`src/rtl/instruction_prefetch_axil_pkg.sv`:
```
// Shared types and constants for the instruction prefetch unit.
//   XLEN            : data / PC width
//   AXI_RESP_*      : AXI read response encodings
//   ar_state_e      : read-address channel states
//   fetch_entry_t   : one prefetch buffer entry {instruction, pc, error}
package instruction_prefetch_axil_pkg;

  localparam int unsigned XLEN = 32;

  localparam logic [1:0] AXI_RESP_OKAY   = 2'b00;
  localparam logic [1:0] AXI_RESP_SLVERR = 2'b10;

  typedef enum logic {
    AR_IDLE = 1'b0,
    AR_WAIT = 1'b1
  } ar_state_e;

  typedef struct packed {
    logic [XLEN-1:0] instr;
    logic [XLEN-1:0] pc;
    logic            err;
  } fetch_entry_t;

endpackage

```
`src/rtl/instruction_prefetch_axil_if.sv`:
```
// AXI4-Lite read-only bus (AR + R channels).
//   master : drives araddr/arvalid/rready, samples arready/rdata/rresp/rvalid
//   slave  : the opposite direction
interface instruction_prefetch_axil_if #(
  parameter int unsigned ADDR_WIDTH = 16
);
  logic [ADDR_WIDTH-1:0] araddr;
  logic                  arvalid;
  logic                  arready;
  logic [31:0]           rdata;
  logic [1:0]            rresp;
  logic                  rvalid;
  logic                  rready;

  modport master (
    output araddr, arvalid, rready,
    input  arready, rdata, rresp, rvalid
  );

  modport slave (
    input  araddr, arvalid, rready,
    output arready, rdata, rresp, rvalid
  );
endinterface

```
`src/rtl/instruction_prefetch_axil_fifo.sv`:
```
// Synchronous prefetch buffer with flush; head entry is visible combinationally
// from storage so it stays stable until popped.
//   i_Clock, i_Reset_N : clock, async active-low reset
//   i_Flush            : empty the buffer (wins over push/pop)
//   i_Push, i_Data     : write one entry
//   i_Pop              : drop the head entry
//   o_Head             : current head entry
//   o_Count            : number of valid entries
module instruction_prefetch_axil_fifo
  import instruction_prefetch_axil_pkg::*;
#(
  parameter int unsigned DEPTH = 4
) (
  input  logic                         i_Clock,
  input  logic                         i_Reset_N,
  input  logic                         i_Flush,
  input  logic                         i_Push,
  input  fetch_entry_t                 i_Data,
  input  logic                         i_Pop,
  output fetch_entry_t                 o_Head,
  output logic [$clog2(DEPTH+1)-1:0]   o_Count
);
  localparam int unsigned PW = $clog2(DEPTH);
  localparam int unsigned CW = $clog2(DEPTH+1);

  fetch_entry_t  r_mem [DEPTH];
  logic [PW-1:0] r_wr_ptr;
  logic [PW-1:0] r_rd_ptr;
  logic [CW-1:0] r_count;

  // Storage, pointers and occupancy; push into a full buffer is legal only with a pop.
  always_ff @(posedge i_Clock or negedge i_Reset_N) begin
    if (!i_Reset_N) begin
      for (int unsigned i = 0; i < DEPTH; i++) r_mem[i] <= '0;
      r_wr_ptr <= '0;
      r_rd_ptr <= '0;
      r_count  <= '0;
    end else if (i_Flush) begin
      r_wr_ptr <= '0;
      r_rd_ptr <= '0;
      r_count  <= '0;
    end else begin
      if (i_Push) begin
        r_mem[r_wr_ptr] <= i_Data;
        r_wr_ptr        <= r_wr_ptr + PW'(1);
      end
      if (i_Pop) r_rd_ptr <= r_rd_ptr + PW'(1);
      r_count <= r_count + CW'(i_Push) - CW'(i_Pop);
    end
  end

  assign o_Head  = r_mem[r_rd_ptr];
  assign o_Count = r_count;
endmodule

```
`src/rtl/instruction_prefetch_axil.sv`:
```
// Instruction prefetch unit: issues AXI4-Lite reads ahead of the core, keeps up
// to FIFO_DEPTH reads in flight, buffers the returned words with their PC and
// hands them over on a valid/ready handshake. Redirect flushes the buffer and
// discards responses of reads already issued.
//   i_Clock, i_Reset_N   : clock, async active-low reset
//   i_Redirect(_Addr)    : one-cycle restart of fetch at a new word-aligned PC
//   o_Instruction*       : head-of-buffer word, PC, error flag, valid
//   i_Instruction_Ready  : core accepts head
//   m_axil               : AXI4-Lite read master
module instruction_prefetch_axil
  import instruction_prefetch_axil_pkg::*;
#(
  parameter int unsigned    ADDR_WIDTH = 16,
  parameter int unsigned    FIFO_DEPTH = 4,
  parameter logic [XLEN-1:0] RESET_ADDR = '0
) (
  input  logic                       i_Clock,
  input  logic                       i_Reset_N,
  input  logic                       i_Redirect,
  input  logic [XLEN-1:0]            i_Redirect_Addr,
  output logic [XLEN-1:0]            o_Instruction,
  output logic [XLEN-1:0]            o_Instruction_Addr,
  output logic                       o_Instruction_Error,
  output logic                       o_Instruction_Valid,
  input  logic                       i_Instruction_Ready,
  instruction_prefetch_axil_if.master m_axil
);
  localparam int unsigned CW = $clog2(FIFO_DEPTH+1);

  ar_state_e             r_ar_state;
  logic                  r_arvalid;
  logic [ADDR_WIDTH-1:0] r_araddr;
  logic [XLEN-1:0]       r_fetch_pc;   // next address to put on AR
  logic [XLEN-1:0]       r_resp_pc;    // PC of the next kept R beat
  logic [CW-1:0]         r_outstanding;
  logic [CW-1:0]         r_drop;

  logic                  w_ar_hs;
  logic                  w_r_beat;
  logic                  w_push;
  logic                  w_pop;
  logic [CW-1:0]         w_count;
  logic [CW-1:0]         w_count_next;
  logic [CW-1:0]         w_out_next;
  logic [CW-1:0]         w_drop_redirect;
  logic                  w_credit;
  logic [XLEN-1:0]       w_redirect_pc;
  logic [XLEN-1:0]       w_issue_pc;
  fetch_entry_t          w_head;
  fetch_entry_t          w_push_data;
  logic                  w_unused;

  assign w_redirect_pc = {i_Redirect_Addr[XLEN-1:2], 2'b00};
  assign w_unused      = &{1'b0, i_Redirect_Addr[1:0]};

  assign w_ar_hs  = r_arvalid & m_axil.arready;
  assign w_r_beat = m_axil.rvalid;
  assign w_push   = w_r_beat & (r_drop == '0) & ~i_Redirect;
  assign w_pop    = o_Instruction_Valid & i_Instruction_Ready & ~i_Redirect;

  assign w_out_next   = r_outstanding + CW'(w_ar_hs) - CW'(w_r_beat);
  assign w_count_next = i_Redirect ? '0 : (w_count + CW'(w_push) - CW'(w_pop));
  // Buffer space is reserved for every read in flight, so R never needs backpressure.
  assign w_credit     = (({1'b0, w_count_next} + {1'b0, w_out_next}) < (CW+1)'(FIFO_DEPTH));
  // A still-pending AR becomes outstanding later; its response must be discarded too.
  assign w_drop_redirect = w_out_next + CW'(r_arvalid & ~m_axil.arready);
  assign w_issue_pc      = i_Redirect ? w_redirect_pc : r_fetch_pc;

  assign w_push_data = '{instr: m_axil.rdata, pc: r_resp_pc,
                         err: (m_axil.rresp != AXI_RESP_OKAY)};

  // AR channel FSM plus outstanding/drop bookkeeping.
  always_ff @(posedge i_Clock or negedge i_Reset_N) begin
    if (!i_Reset_N) begin
      r_ar_state    <= AR_IDLE;
      r_arvalid     <= 1'b0;
      r_araddr      <= '0;
      r_fetch_pc    <= RESET_ADDR;
      r_resp_pc     <= RESET_ADDR;
      r_outstanding <= '0;
      r_drop        <= '0;
    end else begin
      r_outstanding <= w_out_next;

      if (i_Redirect) begin
        r_drop     <= w_drop_redirect;
        r_resp_pc  <= w_redirect_pc;
        r_fetch_pc <= w_redirect_pc;
      end else if (w_r_beat) begin
        if (r_drop != '0) r_drop    <= r_drop - CW'(1);
        else              r_resp_pc <= r_resp_pc + XLEN'(4);
      end

      case (r_ar_state)
        AR_IDLE: begin
          if (w_credit) begin
            r_ar_state <= AR_WAIT;
            r_arvalid  <= 1'b1;
            r_araddr   <= ADDR_WIDTH'(w_issue_pc);
            r_fetch_pc <= w_issue_pc + XLEN'(4);
          end
        end
        AR_WAIT: begin
          // Address held until accepted; back-to-back issue keeps 1 read per cycle.
          if (w_ar_hs) begin
            if (w_credit && !i_Redirect) begin
              r_araddr   <= ADDR_WIDTH'(r_fetch_pc);
              r_fetch_pc <= r_fetch_pc + XLEN'(4);
            end else begin
              r_ar_state <= AR_IDLE;
              r_arvalid  <= 1'b0;
            end
          end
        end
        default: r_ar_state <= AR_IDLE;
      endcase
    end
  end

  instruction_prefetch_axil_fifo #(
    .DEPTH (FIFO_DEPTH)
  ) u_fifo (
    .i_Clock   (i_Clock),
    .i_Reset_N (i_Reset_N),
    .i_Flush   (i_Redirect),
    .i_Push    (w_push),
    .i_Data    (w_push_data),
    .i_Pop     (w_pop),
    .o_Head    (w_head),
    .o_Count   (w_count)
  );

  assign m_axil.arvalid = r_arvalid;
  assign m_axil.araddr  = r_araddr;
  assign m_axil.rready  = 1'b1;

  assign o_Instruction       = w_head.instr;
  assign o_Instruction_Addr  = w_head.pc;
  assign o_Instruction_Error = w_head.err;
  assign o_Instruction_Valid = (w_count != '0);
endmodule

```
`src/flat_wrapper.sv`:
```
// flat-port wrapper written by rule: the top's interface ports become plain ports
module instruction_prefetch_axil_flat import instruction_prefetch_axil_pkg::*;
#(
  parameter int unsigned    ADDR_WIDTH = 16,
  parameter int unsigned    FIFO_DEPTH = 4,
  parameter logic [XLEN-1:0] RESET_ADDR = '0
)
  (i_Clock, i_Reset_N, i_Redirect, i_Redirect_Addr, o_Instruction, o_Instruction_Addr, o_Instruction_Error, o_Instruction_Valid, i_Instruction_Ready, m_axil_araddr, m_axil_arvalid, m_axil_rready, m_axil_arready, m_axil_rdata, m_axil_rresp, m_axil_rvalid);
  instruction_prefetch_axil_if #(.ADDR_WIDTH(ADDR_WIDTH)) m_axil_i ();
  input  logic i_Clock;
  input  logic i_Reset_N;
  input  logic i_Redirect;
  input  logic [XLEN-1:0] i_Redirect_Addr;
  output logic [XLEN-1:0] o_Instruction;
  output logic [XLEN-1:0] o_Instruction_Addr;
  output logic o_Instruction_Error;
  output logic o_Instruction_Valid;
  input  logic i_Instruction_Ready;
  output wire logic [$bits(m_axil_i.araddr)-1:0] m_axil_araddr;
  output wire logic [$bits(m_axil_i.arvalid)-1:0] m_axil_arvalid;
  output wire logic [$bits(m_axil_i.rready)-1:0] m_axil_rready;
  input wire logic [$bits(m_axil_i.arready)-1:0] m_axil_arready;
  input wire logic [$bits(m_axil_i.rdata)-1:0] m_axil_rdata;
  input wire logic [$bits(m_axil_i.rresp)-1:0] m_axil_rresp;
  input wire logic [$bits(m_axil_i.rvalid)-1:0] m_axil_rvalid;
  assign m_axil_araddr = m_axil_i.araddr;
  assign m_axil_arvalid = m_axil_i.arvalid;
  assign m_axil_rready = m_axil_i.rready;
  assign m_axil_i.arready = m_axil_arready;
  assign m_axil_i.rdata = m_axil_rdata;
  assign m_axil_i.rresp = m_axil_rresp;
  assign m_axil_i.rvalid = m_axil_rvalid;
  instruction_prefetch_axil #(.ADDR_WIDTH(ADDR_WIDTH), .FIFO_DEPTH(FIFO_DEPTH), .RESET_ADDR(RESET_ADDR)) u_core (.i_Clock(i_Clock), .i_Reset_N(i_Reset_N), .i_Redirect(i_Redirect), .i_Redirect_Addr(i_Redirect_Addr), .o_Instruction(o_Instruction), .o_Instruction_Addr(o_Instruction_Addr), .o_Instruction_Error(o_Instruction_Error), .o_Instruction_Valid(o_Instruction_Valid), .i_Instruction_Ready(i_Instruction_Ready), .m_axil(m_axil_i));
endmodule
```
`config.mk`:
```
export PLATFORM = sky130hd
export DESIGN_NAME = instruction_prefetch_axil_flat
export DESIGN_NICKNAME = d
export VERILOG_FILES = /design/src/rtl/instruction_prefetch_axil_pkg.sv /design/src/rtl/instruction_prefetch_axil_if.sv /design/src/rtl/instruction_prefetch_axil_fifo.sv /design/src/rtl/instruction_prefetch_axil.sv /design/src/flat_wrapper.sv
export SDC_FILE = /design/constraint.sdc
export NUM_CORES = 1
export LEC_CHECK = 0
export CAP_MARGIN = 20
export CORE_ASPECT_RATIO = 0.5
export CORE_MARGIN = 3
export CORE_UTILIZATION = 30
export CTS_CLUSTER_DIAMETER = 50
export DETAILED_ROUTE_END_ITERATION = 8
export DONT_BUFFER_PORTS = 1
export SYNTH_ARGS = -nofsm -noshare
export SYNTH_HDL_FRONTEND = slang
export SYNTH_SLANG_ARGS = --single-unit
```
`constraint.sdc`:
```
create_clock -name i_Clock -period 10.9 [get_ports i_Clock]
set_input_delay 0.545 -clock i_Clock [delete_from_list [all_inputs] [get_ports i_Clock]]
set_output_delay 0.545 -clock i_Clock [all_outputs]
set_load 0.01 [all_outputs]
```
==> results of run 1 <==
[flip-flops by register name, indices dropped and copies added, names as in the netlist]
signal / flops
u_core.r_fetch_pc: 16
u_core.u_fifo.r_mem: 252
u_core.r_outstanding: 3
u_core.r_resp_pc: 30
u_core.u_fifo.o_Count: 3
u_core.m_axil.arvalid: 1
u_core.m_axil.araddr: 16
u_core.u_fifo.r_wr_ptr: 2
u_core.r_drop: 3
u_core.u_fifo.r_rd_ptr: 2
u_core.r_ar_state: 1
[per-layer routing]
layer / track usage / part of all wire / vias to the layer above
li1: - / - / 4245
met1: 0.1522 / 0.43 / 4835
met2: 0.2196 / 0.52 / 107
met3: 0.02094 / 0.031 / 50
met4: 0.03594 / 0.023 / 0
met5: 0 / 0 / -
[cells in the final DEF (no fill, tap or decap), drive strengths merged, types with 11 or more instances in the layout]
cell / count
a21oi: 18
buf: 11
clkbuf: 56
dfrtp: 329
ha: 17
inv: 34
mux2: 237
mux4: 63
nand2: 97
nand3: 24
nand4: 18
nor2: 49
nor3: 17
o21ai: 76
xnor2: 41
xor2: 17
[metrics by stage]
step                      worst slack, ns  std cells  hold WS (ns)
after floorplan                     6.233       1205        0.2494
after global placement              6.499       1810        0.2559
after detailed placement            6.478       1810        0.2567
after CTS                           6.460       1879       0.06030
after global routing                6.200       1885       0.06830
final                               6.511       1885      -0.04248
[cells by family (layout without fill, tap and decap cells)]
kind of cell,count (synthesis),in the layout,share of synthesized area
AO/OA/AOI/OAI,124,124,0.04435
flip-flops,329,329,0.5277
AND/OR/NAND/NOR,246,246,0.07739
buffers and inverters,118,108,0.03424
XOR/XNOR,58,58,0.03256
adder cells (fa/ha/maj),19,19,0.01620
other,2,3,0.0004813
multiplexers,308,308,0.2671
[final timing paths]
check | start | end | cells after the start
setup reg to reg | u_core.r_drop[0] | u_core.r_fetch_pc[12] | 13
hold / removal | i_Reset_N | u_core.u_fifo.r_mem[166] | 1
setup / recovery | u_core.r_drop[0] | u_core.r_fetch_pc[12] | 13
max in group asynchronous | i_Reset_N | u_core.r_resp_pc[8] | 2
min in group i_Clock | i_Redirect | u_core.u_fifo.r_rd_ptr[1] | 1
hold reg to reg | u_core.u_fifo.r_mem[146] | u_core.u_fifo.r_mem[146] | 2
[layout make-up]
cell class	count	share of cell area
clock buffer	56	0.06328
clock inverter	12	0.008489
inverter	29	0.006206
multi-input combinational	758	0.3919
sequential	329	0.4698
tap	690	0.04922
timing repair buffer	11	0.01113
[power by group through the flow]
stage	clock (W)	sequential [W]	combinational [W]
6_report	0.00127	0.00174	0.00123
5_1_grt	0.00136	0.00178	0.00135
4_1_cts	0.00131	0.00174	0.00125
3_5_place_dp	0	0.00176	0.00122
3_3_place_gp	0	0.00175	0.00120
2_1_floorplan	0	0.00166	0.00105
==> flow_metrics.tcl, run 1 <==
set metrics [dict create \
    status "complete, but fails checks" \
    violations "hold timing" \
    cp_cell_sequence "inv_1, ha_1, and3b_1, and2_0, ha_1, fa_1, nor2b_1, ha_1, or4b_2, a211oi_1, nand4_1, xor2_1, o22ai_1" \
    clock_tree.buffer_depth 3 \
    path_clk_slew_ns 0.06 \
    cpMaxStageDelayCell "or4b_2" \
    gr-usage-all-layers 0.1228 \
    regArea_um2 8240 \
    power_w 0.004236 \
    gp_congestion 0.7686 \
    power_density_nw_per_um2 241.5 \
    fp.dieH_um 167.3 \
    worstMarginPinSlew_ns 0.9954 \
    clkLatencyLatePin_ns 0.52 \
    power_leakage_nw 7.788 \
    cp_max_fo 7 \
    syn_area_um2 15600 \
    drc 0 \
    port_buffers 0 \
    yosysMostFrequentCell "dfrtp_1" \
    wl_per_cell_um 17.99 \
    fin_crit_ns 4.389 \
    grt_first_pass_wirelength_mm 54.29 \
    synthFlopType "dfrtp_1" \
    fin_area_um2 17540 \
    area_growth_pct 12.41 \
    start_kind "flip-flop" \
    whs_ns -0.04248 \
    yosysWarnings 0 \
    cts_tree "built" \
    yosysTopAreaCell "dfrtp_1" \
    drive_above_1_share 0.3230 \
    cts_sinks 329 \
    p_int_w 0.002866 \
    ys_async_sr_fraction 1.000 \
    hold_viol 11 \
    path_buf_inv 1 \
    fin_crit_sh 0.4027 \
    core_um2 50800 \
    rows 58 \
    antenna_found_initial 0 \
    final_core_util 0.3453 \
    placed_cell_area_um2 16120 \
    p_switching_w 0.001370 \
    synth_common_cells "dfrtp_1 (329), mux2_2 (237), nand2_1 (97), o21ai_0 (76), mux4_2 (63)" \
    dieArea_um2 54950 \
    critPathCaptureType "flip-flop" \
    yosysSeqAreaShare 0.5277 \
    irDropWorstVdd_mv 0.09677 \
    synthTopCellsByArea "dfrtp_1 (53%), mux2_2 (17%), mux4_2 (9.1%)" \
    postSynthRegisterBits 329 \
    postCtsSetupRepairBufs 0 \
    overflow 0 \
    pwr-share-seq 0.411 \
    ctsHoldBuffers 1 \
    hold_class "primary input to asynchronous set/reset pin" \
    ant_nets 0 \
    maxCapViolations 0 \
    critical_path_class "flip-flop to flip-flop" \
    multiInputGateArea_um2 6873 \
    syn_area_per_cell_um2 12.96 \
    vias 9237 \
    r2r_setup_slack_ns 6.51 \
    netlist_instances 1204 \
    drt_pass1_iterations 4 \
    cp.required_ns 11.34 \
    cts.htree.levels 2 \
    finalMaxSlewViolations 0 \
    max_stage_delay_ns 0.72 \
    fp.dieW_um 328.5 \
    pin_count 156 \
    nets 1258 \
    via_per_inst 4.900 \
    cts-root-buf "clkbuf_16" \
    pwr-share-comb 0.289 \
    hpwl_mm 20.24 \
    grt_max_degree 330 \
    cp.arrival_ns 4.83 \
    first_iter_violations 522 \
    cts_buffers 38 \
    n_antenna_cell 0 \
    setup_viol 0 \
    rsz0062_at_grt "false" \
    grt_pass1_vias 9505 \
    cpMostUsedCell "ha_1" \
    ctsResizeCount 0 \
    max_freq_ghz 0.2278 \
    initial_core_util 0.3071 \
    clockPowerShare 0.300 \
    cp_top_family "simple AND/OR/NAND/NOR gates" \
    wirelength_mm 33.91 \
    slew-limit-headroom 0.3364 \
    p_sw_frac 0.3234 \
    synth_top_cell_area_share 0.5277 \
    synth_edf_count 0 \
    synth_cell_type_count 57 \
    fin_tns_setup_ns 0 \
    n_fill_cell 4961 \
    clock_skew_ns 0.01252 \
]
No activity file was read; power rests on OpenSTA's default activity.
==> run 2, diff against run 1 <==
Clock period 10.9 ns to 3.59 ns, I/O delays scaled along.
==> run 2 against run 1 <==
Against the previous run: the flow finishes with violations (hold timing, setup timing); worst setup slack got worse by 6.5 ns; sequential power rose to 3.1 times the previous value; worst hold slack got worse by 0.60 ns; design area rose by 6.2%; cell count rose by 5.6%; non-clock buffer count rose by 109; combinational power rose to 3.7 times the previous value; sequential share of layout area fell by 2.7 points; critical endpoint is now u_core.m_axil.araddr[6]; largest cell class unchanged; largest power group unchanged.
==> flow_metrics.tcl, run 2 (synthesis results as in run 1) <==
set metrics [dict create \
    max_stage_delay_ns 0.39 \
    gr-usage-all-layers 0.1310 \
    mostFrequentLayoutCell "dfrtp_1" \
    ctsHoldBuffers 78 \
    cts_buffers 37 \
    place_worst_setup_slack_ns -0.09466 \
    power_density_nw_per_um2 729.5 \
    n_fill_cell 4906 \
    reg_top3 "u_core.u_fifo.r_mem x252, u_core.r_resp_pc x30" \
    power_w 0.01359 \
    wl_per_cell_um 18.28 \
    p_int_w 0.009114 \
    placed_cell_area_um2 16420 \
    maxCapViolations 0 \
    cp_top_family "simple AND/OR/NAND/NOR gates" \
    fin_crit_ns 3.597 \
    final_cell_mix "dfrtp_1 (327), mux2_2 (235), nand2_1 (92)" \
    cts-root-buf "clkbuf_16" \
    overflow 0 \
    cts_tree "built" \
    clockPowerShare 0.268 \
    clkLatencyLatePin_ns 0.53 \
    via_per_inst 4.915 \
    fin_crit_sh 1.002 \
    fp.dieH_um 167.3 \
    worstMarginPinSlew_ns 1.102 \
    slew-limit-headroom 0.2650 \
    grt_max_degree 330 \
    first_iter_violations 604 \
    pin_count 156 \
    pwr-share-comb 0.339 \
    max_freq_ghz 0.2780 \
    clock_tree.buffer_depth 3 \
    core_um2 50800 \
    start_kind "flip-flop" \
    cts_sinks 329 \
    whs_ns -0.6436 \
    timing.final.ws_setup_ns -0.007439 \
    fin_tns_setup_ns -0.02012 \
    drive_above_1_share 0.3397 \
    largest_register_ffs 252 \
    rsz0062_at_grt "true" \
    path_clk_slew_ns 0.06 \
    cts.htree.levels 2 \
    p_switching_w 0.004476 \
    initial_core_util 0.3071 \
    clock_skew_ns 0.01409 \
    hold_class "primary input to asynchronous set/reset pin" \
    finalMaxSlewViolations 0 \
    area_growth_pct 19.39 \
    nets 1366 \
    dieArea_um2 54950 \
    fin_area_um2 18630 \
    grt_pass1_vias 9940 \
    hpwl_mm 22.24 \
    largest-register "u_core.u_fifo.r_mem" \
    power_leakage_nw 8.267 \
    hold_viol 329 \
    wirelength_mm 36.39 \
    status "complete, but fails checks" \
    cp.arrival_ns 4.04 \
    violations "hold timing, setup timing" \
    rows 58 \
    setup_viol 3 \
    cp_cell_sequence "or3_4, nand2_2, nor2_2, ha_1, inv_1, ha_2, fa_2, xnor2_1, nor2_1, ha_1, or3_4, or2_4, a21oi_4, buf_6, buf_6, buf_4, nor2_1, a31oi_1" \
    drc 0 \
    gp_congestion 0.7805 \
    cpMaxStageDelayCell "or3_4" \
    n_antenna_cell 0 \
    cp_max_fo 5 \
    antenna_found_initial 0 \
    irDropWorstVdd_mv 0.3517 \
    pwr-share-seq 0.393 \
    critPathCaptureType "flip-flop" \
    port_buffers 0 \
    grt_first_pass_wirelength_mm 57.80 \
    drt_pass1_iterations 5 \
    p_sw_frac 0.3294 \
    critical_path_class "flip-flop to flip-flop" \
    vias 9786 \
    ant_nets 0 \
    cp.required_ns 4.03 \
    path_buf_inv 4 \
    fp.dieW_um 328.5 \
]
==> run 2: changes by cell type in the layout (fill, tap and decap cells not counted), moves of 5 or more <==
cell	before	now
dlygate4sd3_1	0	77
buf_4	5	27
nor2_1	49	42
a21oi_1	17	11
buf_6	0	6
a21oi_2	1	6
==> run 2: metrics by stage <==
step | instances | utilization
2_1_floorplan | 1205 | -
3_3_place_gp | 1837 | 0.3231
3_5_place_dp | 1838 | 0.3233
4_1_cts | 1981 | 0.3624
5_1_grt | 1991 | 0.3667
6_report | 1991 | 0.3667
==> run 2: final cells by class <==
type	count	area, um2	share of cell area
Clock buffer	50	1025	0.05501
Timing Repair Buffer	120	1229	0.06596
Clock inverter	15	145.1	0.007791
Inverter	29	108.9	0.005844
Tap cell	690	863.3	0.04635
Sequential cell	329	8240	0.4424
Multi-Input combinational cell	758	7017	0.3767
==> run 2: metal layers <==
metal	vias to the layer above	global-route usage	wire length, um
met1	5122	0.1670	16050
met5	-	0	0
met3	56	0.02047	1059
met2	139	0.2315	18360
met4	0	0.03555	919
li1	4469	-	-
==> run 2: timing repair <==
| item | 4_1_cts | 5_1_grt |
|---|---|---|
| setup buffers | 0 | 7 |
| gates cloned | 0 | 3 |
| endpoints found under the hold margin | 521 | 329 |
| pin swaps | 0 | 2 |
| setup endpoints to repair | 11 | 27 |
| resized for setup | 4 | 35 |
==> run 2: path summary, 6_finish.rpt <==
kind                                          start                         to  slack, ns  depth (start not counted)
min                                       i_Reset_N   u_core.u_fifo.r_mem[232]      -0.64                          0
min in group i_Clock            i_Redirect_Addr[13]      u_core.r_fetch_pc[13]       0.05                          3
max reg2reg                u_core.u_fifo.o_Count[0]    u_core.m_axil.araddr[6]     -0.007                         18
min reg2reg                u_core.u_fifo.r_mem[144]   u_core.u_fifo.r_mem[144]       0.48                          2
max                        u_core.u_fifo.o_Count[0]    u_core.m_axil.araddr[6]     -0.007                         18
max in group asynchronous                 i_Reset_N  u_core.u_fifo.r_rd_ptr[0]       3.59                          0
==> run 2: worst register-to-register path: cells and delay by family (launching register included) <==
family / cells / cell delay (ns)
compound gates: 2 / 0.28
xor+xnor: 1 / 0.13
fa+ha+maj: 4 / 1.02
flops: 1 / 0.37
simple gates: 7 / 1.34
buf+inv: 4 / 0.38
==> run 2: power groups by stage <==
stage	registers (W)	clock network (W)	logic, W
floorplan	0.00503	0	0.00328
finish	0.00534	0.00365	0.00461
CTS	0.00533	0.00376	0.00416
global placement	0.00537	0	0.00389
global route	0.00546	0.00391	0.00500
detailed placement	0.00539	0	0.00397
==> run 3, diff against run 2 <==
==> constraint.sdc (replaced) <==
create_clock -name i_Clock -period 3.59 [get_ports i_Clock]
set_input_delay 0.359 -clock i_Clock [delete_from_list [all_inputs] [get_ports i_Clock]]
set_output_delay 0.359 -clock i_Clock [all_outputs]
set_load 0.01 [all_outputs]
==> run 3 against run 2 <==
Against the previous run: the flow still finishes with violations (hold timing, setup timing); worst hold slack better by 0.17 ns; routed wire length down 0.52%; via count down 0.69%; total power up 2.5%; sequential power about the same; first-iteration DRC count up 4.3%; sequential share of layout area about the same; critical path type unchanged.
==> flow_metrics.tcl, run 3 (synthesis results as in run 1) <==
set metrics [dict create \
    status "complete, but fails checks" \
    violations "hold timing, setup timing" \
    via_per_inst 4.911 \
    clock_skew_ns 0.01861 \
    clockPowerShare 0.295 \
    power_density_nw_per_um2 747.0 \
    whs_ns -0.4729 \
    fin_cells 1979 \
    pwr-share-comb 0.322 \
    irDropWorstVdd_mv 0.3623 \
    place_worst_setup_slack_ns -0.1901 \
    hold_class "primary input to asynchronous set/reset pin" \
    cp.required_ns 4.01 \
    final_cell_mix "dfrtp_1 (327), mux2_2 (235), nand2_1 (91)" \
    cts-root-buf "clkbuf_16" \
    mostFrequentLayoutCell "dfrtp_1" \
    p_switching_w 0.004437 \
    pwr-share-seq 0.383 \
    p_int_w 0.009489 \
    ant_nets 0 \
    dieArea_um2 54950 \
    critPathCaptureType "flip-flop" \
    met1_usage 0.1610 \
    cts.htree.levels 2 \
    worstMarginPinSlew_ns 1.113 \
    core_um2 50800 \
    setup_viol 3 \
    n_antenna_cell 0 \
    fin_crit_sh 1.002 \
    first_iter_violations 630 \
    rows 58 \
    clkLatencyLatePin_ns 0.53 \
    fp.dieW_um 328.5 \
    p_sw_frac 0.3186 \
    drive_above_1_share 0.3499 \
    cp_max_fo 6 \
    maxCapViolations 0 \
    ctsHoldBuffers 60 \
    timing.final.ws_setup_ns -0.008199 \
    reg_top3 "u_core.u_fifo.r_mem x252, u_core.r_resp_pc x30" \
    critical_path_class "flip-flop to flip-flop" \
    vias 9718 \
    largest_register_ffs 252 \
    fp.dieH_um 167.3 \
    max_freq_ghz 0.2779 \
    wl_per_cell_um 18.29 \
    grt_max_degree 330 \
    busiest_layer "met2" \
    cts_buffers 39 \
    rsz0062_at_grt "true" \
    path_clk_slew_ns 0.06 \
    fin_area_um2 18640 \
    slew-limit-headroom 0.2583 \
    finalMaxSlewViolations 0 \
    antenna_found_initial 0 \
    cp.arrival_ns 4.02 \
    port_buffers 0 \
    drc 0 \
    hpwl_mm 21.92 \
    dpl.cell_count 1842 \
    largest-register "u_core.u_fifo.r_mem" \
    met3_usage 0.01940 \
    start_kind "flip-flop" \
    hold_viol 329 \
    gr-usage-all-layers 0.1312 \
    placed_cell_area_um2 16460 \
    cts_sinks 329 \
    gr-usage-met2 0.2389 \
    nets 1351 \
    overflow 0 \
    power_leakage_nw 8.243 \
    fin_crit_ns 3.598 \
    initial_core_util 0.3071 \
    grt_pass1_vias 10086 \
    wirelength_mm 36.20 \
    area_growth_pct 19.48 \
    pin_count 156 \
    clock_tree.buffer_depth 3 \
    gp_congestion 0.7754 \
    cts_tree "built" \
    grt_first_pass_wirelength_mm 57.59 \
    drt_pass1_iterations 5 \
]
run 3: changes by cell type in the layout (fill, tap and decap cells not counted), sizes merged:
| cell | delta |
|---|---|
| clkinv | -6 |
| clkbuf | +4 |
| bufinv | +3 |
| dlygate4sd3 | -18 |
| buf | +2 |
| clkinvlp | +1 |
| inv | +2 |
run 3: final cells by class:
| cell class | instances | area (um2) |
|---|---|---|
| fillers | 4894 | 32160 |
| flip-flops and latches | 329 | 8240 |
| multi-input cells | 758 | 7047 |
| clock buffers | 55 | 1149 |
| repair buffers | 103 | 1033 |
| well taps | 690 | 863.3 |
| clock inverters | 15 | 200.2 |
| inverters | 29 | 108.9 |
run 3: timing repair:
action | 4_1_cts | 5_1_grt
gates cloned | 0 | 1
gates resized for setup | 5 | 32
endpoints found under the setup margin | 29 | 29
endpoints found under the hold margin | 507 | 329
pin swaps | 7 | 7
buffers inserted | 2 | 3
run 3: power groups by stage:
| stage | Clock (W) | Sequential, W | Combinational (W) |
|---|---|---|---|
| detailed placement | 0 | 0.00539 | 0.00408 |
| CTS | 0.00423 | 0.00533 | 0.00429 |
| floorplan | 0 | 0.00503 | 0.00333 |
| finish | 0.00411 | 0.00533 | 0.00448 |
| global placement | 0 | 0.00537 | 0.00400 |
| global route | 0.00440 | 0.00546 | 0.00485 |
run 3: routing by layer:
layer | share of wire | vias to the layer above
met1 | 0.42 | 5104
met5 | 0 | -
met3 | 0.029 | 53
met4 | 0.021 | 0
met2 | 0.53 | 130
li1 | - | 4431
run 3: through the flow:
step                      hold WS, ns  utilization  setup TNS (ns)  power, W
after floorplan               0.06341            -         -0.5956  0.008361
after global placement        0.06986       0.3240          -3.047  0.009364
after detailed placement      0.06851       0.3240          -3.800  0.009475
after CTS                     -0.5044       0.3638               0   0.01385
after global routing          -0.5011       0.3670          -2.433   0.01471
final                         -0.4729       0.3670        -0.01809   0.01393
run 3: critical path: stages, from the launching register on:
cell and delay [ns]:
dfrtp_1 0.37, or3_4 0.40, nand2_4 0.08, nor2_4 0.04, ha_4 0.25, inv_2 0.04, ha_4 0.15, fa_2 0.33
xnor2_1 0.13, nor2_1 0.16, ha_1 0.27, or3_4 0.37, or2_4 0.29, a21oi_4 0.16, buf_12 0.15, mux2_4 0.29
run 3: final timing paths:
path	from	slack (ns)	to	cells past startpoint
setup / recovery	u_core.u_fifo.o_Count[2]	-0.008	u_core.m_axil.araddr[10]	15
setup reg to reg	u_core.u_fifo.o_Count[2]	-0.008	u_core.m_axil.araddr[10]	15
max in group asynchronous	i_Reset_N	3.59	u_core.u_fifo.r_mem[195]	0
hold reg to reg	u_core.u_fifo.r_mem[152]	0.48	u_core.u_fifo.r_mem[152]	2
min in group i_Clock	i_Redirect_Addr[12]	0.03	u_core.r_resp_pc[12]	2
hold / removal	i_Reset_N	-0.47	u_core.u_fifo.r_mem[238]	0
